===== src/rtl/fetch_stage.sv =====
// Instruction-fetch stage with integrated IF/ID register: owns the PC, runs the
// req/ack instruction bus, and handles delay-slot redirects, exceptions and eret.
module fetch_stage #(
   parameter logic [31:0] RESET_PC = 32'h0000_3000,
   parameter logic [31:0] EXC_PC   = 32'h0000_4180,
   parameter logic [31:0] IM_BASE  = 32'h0000_3000,
   parameter int          IM_WORDS = 4096
) (
   input  logic        clk,
   input  logic        reset,
   input  logic        stall_d,
   input  logic        redirect_valid,
   input  logic [31:0] redirect_pc,
   input  logic        br_in_d,
   input  logic        exc_req,
   input  logic        eret_req,
   input  logic [31:0] epc_in,
   output logic        imem_req,
   output logic [31:0] imem_addr,
   input  logic        imem_ack,
   input  logic [31:0] imem_rdata,
   output logic        d_valid,
   output logic [31:0] d_instr,
   output logic [31:0] d_pc,
   output logic [31:0] d_pc8,
   output logic        d_bd,
   output logic [4:0]  d_exccode
);

   typedef enum logic [1:0] {
      ST_REQ = 2'd0,
      ST_BUF = 2'd1,
      ST_ERR = 2'd2
   } state_t;

   localparam logic [32:0] IM_LIMIT = {1'b0, IM_BASE} + (33'(IM_WORDS) * 33'd4);
   localparam logic [4:0]  EXC_NONE = 5'd0;
   localparam logic [4:0]  EXC_ADEL = 5'd4;

   state_t      state_r;
   logic [31:0] pc_r;
   logic [31:0] addr_r;
   logic [31:0] pend_pc_r;
   logic        pend_valid_r;
   logic        discard_r;
   logic [31:0] buf_word_r;
   logic        buf_err_r;

   logic        fetch_done_s;
   logic [31:0] fetch_word_s;
   logic        fetch_err_s;
   logic        deliver_s;
   logic [31:0] seq_pc_s;
   logic [31:0] flush_pc_s;

   // Word-aligned and inside the instruction memory window (33-bit limit avoids wrap).
   function automatic logic pc_legal(input logic [31:0] a);
      pc_legal = (a[1:0] == 2'b00) && (a >= IM_BASE) && ({1'b0, a} < IM_LIMIT);
   endfunction

   function automatic state_t fetch_state(input logic [31:0] a);
      fetch_state = pc_legal(a) ? ST_REQ : ST_ERR;
   endfunction

   // The request is decoded from the state register and suppressed while reset is held.
   assign imem_req  = (state_r == ST_REQ) && !reset;
   assign imem_addr = addr_r;

   // Fetch completion, candidate word, and next sequential / flush PC selection.
   always_comb begin
      fetch_done_s = 1'b0;
      fetch_word_s = 32'd0;
      fetch_err_s  = 1'b0;
      case (state_r)
         ST_REQ: begin
            fetch_done_s = imem_ack;
            fetch_word_s = imem_rdata;
            fetch_err_s  = 1'b0;
         end
         ST_BUF: begin
            fetch_done_s = ~stall_d;
            fetch_word_s = buf_word_r;
            fetch_err_s  = buf_err_r;
         end
         ST_ERR: begin
            fetch_done_s = 1'b1;
            fetch_word_s = 32'd0;
            fetch_err_s  = 1'b1;
         end
         default: begin
            fetch_done_s = 1'b0;
            fetch_word_s = 32'd0;
            fetch_err_s  = 1'b0;
         end
      endcase

      deliver_s = fetch_done_s & ~discard_r & ~stall_d;

      // A redirect arriving on the delay-slot delivery edge steers the PC directly.
      if (redirect_valid) begin
         seq_pc_s = redirect_pc;
      end else if (pend_valid_r) begin
         seq_pc_s = pend_pc_r;
      end else begin
         seq_pc_s = pc_r + 32'd4;
      end

      if (exc_req) begin
         flush_pc_s = EXC_PC;
      end else begin
         flush_pc_s = epc_in;
      end
   end

   // Fetch FSM, PC/redirect bookkeeping and the IF/ID pipeline register.
   always_ff @(posedge clk or posedge reset) begin
      if (reset) begin
         state_r      <= ST_REQ;
         pc_r         <= RESET_PC;
         addr_r       <= RESET_PC;
         pend_pc_r    <= 32'd0;
         pend_valid_r <= 1'b0;
         discard_r    <= 1'b0;
         buf_word_r   <= 32'd0;
         buf_err_r    <= 1'b0;
         d_valid      <= 1'b0;
         d_instr      <= 32'd0;
         d_pc         <= 32'd0;
         d_pc8        <= 32'd8;
         d_bd         <= 1'b0;
         d_exccode    <= EXC_NONE;
      end else if (exc_req || eret_req) begin
         d_valid      <= 1'b0;
         d_instr      <= 32'd0;
         d_bd         <= 1'b0;
         d_exccode    <= EXC_NONE;
         pc_r         <= flush_pc_s;
         pend_valid_r <= 1'b0;
         // An issued request cannot be retracted: hold its address and drop the reply.
         if ((state_r == ST_REQ) && !imem_ack) begin
            discard_r <= 1'b1;
         end else begin
            discard_r <= 1'b0;
            addr_r    <= flush_pc_s;
            state_r   <= fetch_state(flush_pc_s);
         end
      end else begin
         if (deliver_s) begin
            d_valid   <= 1'b1;
            d_instr   <= fetch_word_s;
            d_pc      <= pc_r;
            d_pc8     <= pc_r + 32'd8;
            d_bd      <= br_in_d;
            d_exccode <= fetch_err_s ? EXC_ADEL : EXC_NONE;
         end else if (!stall_d) begin
            d_valid   <= 1'b0;
            d_instr   <= 32'd0;
            d_exccode <= EXC_NONE;
         end else begin
            d_valid   <= d_valid;
         end

         if (fetch_done_s && discard_r) begin
            discard_r <= 1'b0;
            addr_r    <= pc_r;
            state_r   <= fetch_state(pc_r);
         end else if (deliver_s) begin
            pc_r      <= seq_pc_s;
            addr_r    <= seq_pc_s;
            state_r   <= fetch_state(seq_pc_s);
         end else if (fetch_done_s) begin
            buf_word_r <= fetch_word_s;
            buf_err_r  <= fetch_err_s;
            state_r    <= ST_BUF;
         end else begin
            state_r    <= state_r;
         end

         if (deliver_s) begin
            pend_valid_r <= 1'b0;
         end else if (redirect_valid) begin
            pend_pc_r    <= redirect_pc;
            pend_valid_r <= 1'b1;
         end else begin
            pend_valid_r <= pend_valid_r;
         end
      end
   end

endmodule


===== config.mk =====
export PLATFORM = sky130hd
export DESIGN_NAME = fetch_stage
export DESIGN_NICKNAME = d
export VERILOG_FILES = /design/src/rtl/fetch_stage.sv
export SDC_FILE = /design/constraint.sdc
export NUM_CORES = 1
export LEC_CHECK = 0
export ABC_CLOCK_PERIOD_IN_PS = 8200
export CORE_MARGIN = 2
export CORE_UTILIZATION = 48
export CTS_BUF_LIST = sky130_fd_sc_hd__clkbuf_8
export DETAILED_ROUTE_END_ITERATION = 8
export PLACE_DENSITY = 0.78
export SLEW_MARGIN = 5
export SYNTH_ARGS = -nofsm -noshare
export SYNTH_HDL_FRONTEND = slang
export SYNTH_SLANG_ARGS = --single-unit

===== constraint.sdc =====
create_clock -name clk -period 8.2 [get_ports clk]
set_input_delay 1.64 -clock clk [delete_from_list [all_inputs] [get_ports clk]]
set_output_delay 1.64 -clock clk [all_outputs]
set_load 0.01 [all_outputs]

==> results of run 1 <==
flip-flops by register name (all words and copies together), names as in the netlist, 2 cells and up:
register,cells
state_r,2
d_instr,32
pc_r,32
d_pc8,29
d_pc,32
pend_pc_r,32
buf_word_r,32
imem_addr,32
cell families (layout without fill, tap and decap cells):
group	after synthesis	in the layout	synth area share, %
and+or+nand+nor	528	528	19.75
AOI/OAI and AO/OA	359	359	18.97
DFF	229	229	48.35
buffers and inverters	138	335	5.114
muxes	46	46	4.239
xor gates and xnor gates	38	38	2.805
adders and majority gates	7	7	0.7381
other	1	4	0.03161
per-stage QoR:
stage	utilization, %	worst slack, ns	area (sq um)	total power, mW
global route	61.77	3.698	15020	4.385
detailed placement	58.52	3.390	14230	3.122
CTS	61.77	3.724	15020	4.161
finish	61.77	3.730	15020	4.141
floorplan	-	0.2920	11880	2.412
global placement	58.52	3.438	14230	3.085
synthesized netlist by cell type, drive strengths merged (6+ instances only):
cell type  instances
xnor2             21
o311ai             6
o211ai            11
or3                9
a311oi             7
mux2              34
nand2b             8
or2                6
or4               12
xor2              17
o31ai              9
o21ai            147
a22o               7
mux2i             12
nor2              95
nand4             14
clkbuf            86
nand2            293
a22oi             35
ha                 7
buf               41
inv               11
o22ai              6
o21a               7
a211oi            25
nor4              19
dfrtp            224
nand3             23
a21oi             60
nor3              28
where the power goes:
part | switching, mW | total, mW | internal (mW)
registers | 0.253 | 1.72 | 1.46
clock network | 0.469 | 1.03 | 0.557
logic | 0.724 | 1.40 | 0.673
worst max-delay path, cell delays in order:
cell and delay [ns]:
clkdlybuf4s50_1 0.51, nor2b_1 0.14, clkdlybuf4s50_1 0.54
worst max-delay path by stage:
stage | cells after the start | end | slack [ns] | start
floorplan | 1 | buf_err_r | 0.29 | reset
global placement | 9 | state_r[1] | 3.44 | redirect_valid
detailed placement | 9 | state_r[1] | 3.39 | redirect_valid
CTS | 3 | imem_req | 3.72 | reset
global route | 3 | imem_req | 3.70 | reset
finish | 3 | imem_req | 3.73 | reset
cell type report:
class                      instances  area [sq um]
sequential                       229          5737
timing repair buffer             252          2475
clock inverter                    21         88.84
fill                            2114          9296
clock buffer                      51         701.9
tap                              324         405.4
inverter                          11         48.80
multi-input combinational        982          5567
per-layer routing:
metal | global-route usage (%) | up-vias
li1 | - | 5058
met1 | 39.34 | 5378
met2 | 48.15 | 558
met3 | 4.854 | 97
met4 | 10.67 | 0
met5 | 0 | -
==> impl_metrics.tcl, run 1 <==
set metrics [dict create \
    antennaDiodeCount 0 \
    synth_area_leaders "dfrtp_1 (47%), nand2_1 (9.3%), o21ai_0 (6.1%)" \
    required_ns 6.56 \
    fp.coreArea_sq_um 24320 \
    die-area_sq_um 25990 \
    synth_top_area_cell "dfrtp_1" \
    hold_start "d_pc[8]" \
    netlist_instances 1346 \
    worstMarginPinSlew_ns 1.202 \
    wl_met3_mm 2.989 \
    final_cells 1870 \
    clock_latency_ns 0.55 \
    grt_max_degree 155 \
    met2WireLength_mm 18.01 \
    io-pin-count 240 \
    synth_cell_type_count 67 \
    cts_inserted_buffers 40 \
    drt_iter0_drc 1117 \
    path_max_fanout 2 \
    port_buffers 235 \
    drt-met1-wl_mm 15.61 \
    syn_area_sq_um 11870 \
    routed_wl_mm 38.00 \
    synthArstFlopShare_pct 100.0 \
    clk_pin_slew_ns 0.05 \
    status "complete, no violations" \
    synth-edff-count 0 \
    tns_ns 0 \
    power_leakage_nw 6.326 \
    grt_setup_unrepaired "no" \
    chipHeight_microns 161.2 \
    final_common_cell "nand2_1" \
    placementRows 57 \
    worstRegToRegCells 12 \
    finalHoldViolCount 0 \
    hold_path.class "register to register" \
    grt_first_pass_wirelength_mm 60.01 \
    cts_hold_buf 0 \
    hold_path_depth 2 \
    cts_root_buf "clkbuf_8" \
    h-tree-depth 2 \
    dpl.hpwl_mm 26.14 \
    yosys_warnings 0 \
    powerDensity_nw_per_um2 275.6 \
    antenna_found_initial 0 \
    r2r_setup_slack_ns 4.51 \
    drt.antenna.violating_nets 0 \
    cts.sinks 229 \
    period_minus_slack_ns 4.470 \
    topRoutingLayerUsed "met4" \
    die_w_microns 161.2 \
    drc 0 \
    period_share_pct 54.52 \
    cap_violations 0 \
    drive_above_1_share_pct 8.797 \
    setup_viol 0 \
    numPlacedInstances 1798 \
    clock_path_buffers 3 \
    max_slew_margin_pct 19.90 \
    cts_tree "done" \
    max_freq_ghz 0.2237 \
    syn_to_final_growth_pct 26.62 \
    yosysSeqAreaShare_pct 48.35 \
    finalMaxSlewViolations 0 \
    nNetsFinal 1627 \
    viasPerCell 5.931 \
    track_usage_pct 29.28 \
    path_class "primary input to primary output" \
    synth_top_area_share_pct 47.24 \
    dr.pass1.iters 6 \
    ir_worst_vdd_v 0.0001882 \
    crit_arrival_ns 2.83 \
    gp_congestion 0.9734 \
    post_cts_buffers 0 \
    cts_resized 0 \
    r2r_start "state_r[1]" \
    wl_per_cell_microns 20.32 \
    synth_ff_type "dfrtp_1" \
    grt-ovfl-total 0 \
    syn-mean-instance-area_sq_um 8.815 \
    final_cell_mix "nand2_1 (292), clkdlybuf4s50_1 (234), dfrtp_1 (224)" \
    r2r_end "imem_addr[23]" \
    whs_ns 0.4744 \
    start_util_pct 48.79 \
    synth-seq-cells 229 \
    first_global_vias 10737 \
    vias 11091 \
    cp-start-kind "primary input" \
    cp-end-kind "primary output" \
    hold_end "d_pc[8]" \
    clock_skew_ns 0.01969 \
]
Note: power is estimated with default switching activity, not from simulation.
==> run 2, diff against run 1 <==
Settings changed: ABC_CLOCK_PERIOD_IN_PS 8200 to 4400, CORE_UTILIZATION 48 to 54, PLACE_DENSITY 0.78 to 0.83.
Clock period 8.2 ns to 4.4 ns, I/O delays scaled along.
==> impl_metrics.tcl, run 2 (synthesis results as in run 1) <==
set metrics [dict create \
    routed_wl_mm 38.49 \
    fp.coreArea_sq_um 21690 \
    cts_inserted_buffers 39 \
    grt_setup_unrepaired "no" \
    crit_arrival_ns 3.87 \
    antenna_found_initial 0 \
    placementRows 54 \
    met2WireLength_mm 18.02 \
    power_leakage_nw 6.411 \
    cts_tree "done" \
    grt-ovfl-total 0 \
    start_util_pct 54.71 \
    vias 11284 \
    track_usage_pct 32.76 \
    cts_hold_buf 0 \
    cts_root_buf "clkbuf_8" \
    drt-met1-wl_mm 14.99 \
    final_common_cell "nand2_1" \
    nNetsFinal 1643 \
    cts_resized 0 \
    drive_above_1_share_pct 9.872 \
    cts.sinks 229 \
    gp_congestion 0.9808 \
    wl_per_cell_microns 20.92 \
    h-tree-depth 2 \
    hold_path.class "register to register" \
    clock_latency_ns 0.55 \
    whs_ns 0.4757 \
    syn_to_final_growth_pct 27.67 \
    post_cts_buffers 0 \
    chipHeight_microns 152.2 \
    finalHoldViolCount 0 \
    dr.pass1.iters 6 \
    max_slew_margin_pct 18.51 \
    finalMaxSlewViolations 0 \
    io-pin-count 240 \
    ir_worst_vdd_v 0.0002948 \
    die-area_sq_um 23170 \
    clock_path_buffers 3 \
    cp-end-kind "register" \
    wl_met3_mm 3.752 \
    max_freq_ghz 0.2885 \
    viasPerCell 6.133 \
    path_max_fanout 11 \
    dpl.hpwl_mm 26.67 \
    final_cell_mix "nand2_1 (292), clkdlybuf4s50_1 (234), dfrtp_1 (224)" \
    tns_ns 0 \
    required_ns 4.80 \
    drc 0 \
    cp-start-kind "register" \
    grt_max_degree 126 \
    crit_start "pc_r[3]" \
    powerDensity_nw_per_um2 518.2 \
    r2r_start "pc_r[3]" \
    die_w_microns 152.2 \
    cap_violations 0 \
    clock_skew_ns 0.01917 \
    setup_viol 0 \
    drt_iter0_drc 1160 \
    worstMarginPinSlew_ns 1.222 \
    grt_first_pass_wirelength_mm 60.97 \
    hold_start "d_pc8[19]" \
    clk_pin_slew_ns 0.06 \
    path_class "register to register" \
    status "complete, no violations" \
    topRoutingLayerUsed "met4" \
    antennaDiodeCount 0 \
    port_buffers 235 \
    period_share_pct 78.77 \
    first_global_vias 11180 \
    period_minus_slack_ns 3.466 \
    drt.antenna.violating_nets 0 \
]
[run 2: cell count changes in the layout (fill, tap and decap cells not counted)]
cell,before,now
inv_1,27,23
clkinv_4,0,1
inv_8,1,0
inv_6,0,1
clkbuf_8,51,48
clkinv_2,2,3
bufinv_16,0,2
buf_12,0,3
buf_4,17,31
[run 2: critical path, stage by stage (launching register included)]
cell and delay (ns):
dfrtp_1 0.56, ha_1 0.30, nand4_1 0.43, nor3_1 0.54, a21boi_0 0.15, o311ai_0 0.90, nand3_1 0.18, o2111ai_1 0.16
o211ai_1 0.12
[run 2: power breakdown]
group / total [mW] / switching [mW] / internal (mW) / leakage (nW)
Combinational: 2.66 / 1.38 / 1.28 / 2.98
Clock: 1.98 / 0.871 / 1.11 / 0.463
Sequential: 3.21 / 0.483 / 2.73 / 2.97
Total: 7.85 / 2.73 / 5.12 / 6.41
[run 2: stage by stage]
stage | util [%] | power (mW) | worst slack [ns] | cell area (sq um) | instances
2_1_floorplan | - | 4.496 | 0.5301 | 11880 | 1349
3_5_place_dp | 66.11 | 5.864 | 0.8360 | 14340 | 1771
3_3_place_gp | 66.11 | 5.771 | 0.9328 | 14340 | 1771
4_1_cts | 69.85 | 7.860 | 1.063 | 15150 | 1840
5_1_grt | 69.85 | 8.293 | 0.7226 | 15150 | 1840
6_report | 69.85 | 7.850 | 0.9341 | 15150 | 1840
[run 2: metal layers]
| layer | track usage (%) | vias to the layer above |
|---|---|---|
| met5 | 0 | - |
| met4 | 13.66 | 0 |
| met3 | 6.684 | 135 |
| met2 | 52.90 | 697 |
| met1 | 43.42 | 5354 |
| li1 | - | 5098 |
[run 2: final timing paths]
path,to,slack (ns),cells past startpoint
max reg2reg,imem_addr[23],0.93,8
max,imem_addr[23],0.93,8
min in group asynchronous,buf_word_r[22],0.84,2
min reg2reg,d_pc8[19],0.48,2
min,d_pc8[19],0.48,2
max in group asynchronous,d_pc[15],2.71,3
[run 2: final cells by class]
class | count | area [sq um]
clock buffer | 48 | 660.6
inverter | 11 | 45.04
multi-input combinational | 982 | 5567
fill | 1696 | 6540
sequential | 229 | 5737
timing repair buffer | 269 | 2640
tap | 280 | 350.3
clock inverter | 21 | 148.9
==> run 3, diff against run 2 <==
Settings changed: ABC_CLOCK_PERIOD_IN_PS 4400 to 2800, CORE_UTILIZATION 54 to 48, PLACE_DENSITY 0.83 to 0.78.
Clock period 4.4 ns to 2.8 ns, I/O delays scaled along.
==> impl_metrics.tcl, run 3 (synthesis results as in run 1) <==
set metrics [dict create \
    status "complete, no violations" \
    antenna_found_initial 0 \
    first_global_vias 11539 \
    fp.coreArea_sq_um 24320 \
    required_ns 3.29 \
    port_buffers 235 \
    r2r_setup_slack_ns 0.07 \
    p_comb_share_pct 36.6 \
    grt_setup_unrepaired "yes" \
    cts_hold_buf 0 \
    clock_path_buffers 3 \
    drt_iter0_drc 1092 \
    finalMaxSlewViolations 0 \
    post-route-util_pct 67.19 \
    dpl.hpwl_mm 30.35 \
    total_power_mw 12.64 \
    numPlacedInstances 1940 \
    grt-ovfl-total 0 \
    max_slew_margin_pct 55.55 \
    die-area_sq_um 25990 \
    pre_cts_ws_ns -0.1406 \
    cap_violations 0 \
    slowest_delay_ns 0.58 \
    cts.sinks 229 \
    grt_first_pass_wirelength_mm 64.16 \
    cts_inserted_buffers 40 \
    max_freq_ghz 0.3665 \
    design_area_sq_um 16340 \
    path_max_fanout 6 \
    worstMarginPinSlew_ns 0.6667 \
    drive_above_1_share_pct 17.91 \
    hold_path.class "primary input to async pin" \
    syn_to_final_growth_pct 37.71 \
    power.internal_mw 8.204 \
    pwr-share-clk_pct 24.3 \
    die_w_microns 161.2 \
    p_sw_share_pct 35.10 \
    clk_pin_slew_ns 0.07 \
    crit_arrival_ns 3.22 \
    clock_latency_ns 0.56 \
    cp-end-kind "register" \
    dr.pass1.iters 6 \
    wl_per_cell_microns 20.64 \
    final_cell_mix "nand2_1 (292), clkdlybuf4s50_1 (234), dfrtp_1 (222)" \
    cp-start-kind "register" \
    p_seq_share_pct 39.1 \
    crit_chain "nand4_4, or4_4, or4_1, a21oi_4, a2111oi_0, o31ai_1, a22o_1" \
    power_leakage_nw 7.048 \
    setup_viol 0 \
    final_cells 2010 \
    powerDensity_nw_per_um2 773.7 \
    antennaDiodeCount 0 \
    drc 0 \
    period_minus_slack_ns 2.729 \
    gp_congestion 0.9557 \
    cp_slowest_cell "or4_1" \
    worst_slack_ns 0.07131 \
    finalHoldViolCount 0 \
    h-tree-depth 2 \
    drt.antenna.violating_nets 0 \
    io-pin-count 240 \
    track_usage_pct 31.61 \
    path_class "register to register" \
    period_share_pct 97.45 \
    chipHeight_microns 161.2 \
    routed_wl_mm 41.48 \
    placementRows 57 \
    nNetsFinal 1770 \
    final_common_cell "nand2_1" \
    power_switching_mw 4.438 \
    cts_root_buf "clkbuf_8" \
    whs_ns 0.3081 \
    clock_skew_ns 0.02968 \
    tns_ns 0 \
    nFillCells 1943 \
    vias 11844 \
    viasPerCell 5.893 \
    grt_max_degree 107 \
    start_util_pct 48.79 \
    placed_area_sq_um 15440 \
    cts_tree "done" \
    ir_worst_vdd_v 0.0004892 \
]
-- run 3: power groups by stage --
| stage | combinational (mW) | sequential (mW) | clock, mW |
|---|---|---|---|
| after CTS | 4.61 | 4.93 | 3.10 |
| final | 4.63 | 4.94 | 3.07 |
| after detailed placement | 4.58 | 4.97 | 0 |
| after global routing | 5.01 | 5.05 | 3.26 |
| after floorplan | 2.02 | 5.05 | 0 |
| after global placement | 4.48 | 4.93 | 0 |
-- run 3: timing repair --
item	in CTS	in global routing
pin swaps	2	5
gates resized for setup	7	15
setup buffers	0	1
setup endpoints to repair	3	22
-- run 3: layer usage --
metal	global-route usage [%]	vias up	wire length, microns
li1	-	5335	-
met1	40.90	5713	16430
met2	52.03	660	19560
met3	6.009	136	3462
met4	13.96	0	2025
met5	0	-	0
-- run 3: area by class of cell --
| class | instances | area, sq um | share of cell area (%) |
|---|---|---|---|
| multi-input combinational | 982 | 5665 | 34.67 |
| clock buffer | 47 | 646.9 | 3.959 |
| timing repair buffer | 395 | 3699 | 22.64 |
| sequential | 229 | 5739 | 35.13 |
| tap | 324 | 405.4 | 2.481 |
| clock inverter | 22 | 138.9 | 0.8500 |
| inverter | 11 | 45.04 | 0.2757 |
-- run 3: final timing paths --
| kind | from | endpoint | depth (start not counted) |
|---|---|---|---|
| hold reg to reg | d_pc[20] | d_pc[20] | 2 |
| hold / removal | reset | d_instr[18] | 2 |
| max in group asynchronous | reset | pc_r[6] | 3 |
| setup / recovery | pc_r[9] | imem_addr[24] | 7 |
| setup reg to reg | pc_r[9] | imem_addr[24] | 7 |
| min in group clk | eret_req | pc_r[7] | 2 |
-- run 3: worst max-delay path: cells and delay by family, from the launching register on --
kind,cells,cell delay (ns)
compound gates,4,0.83
flops,1,0.55
simple gates,3,1.30
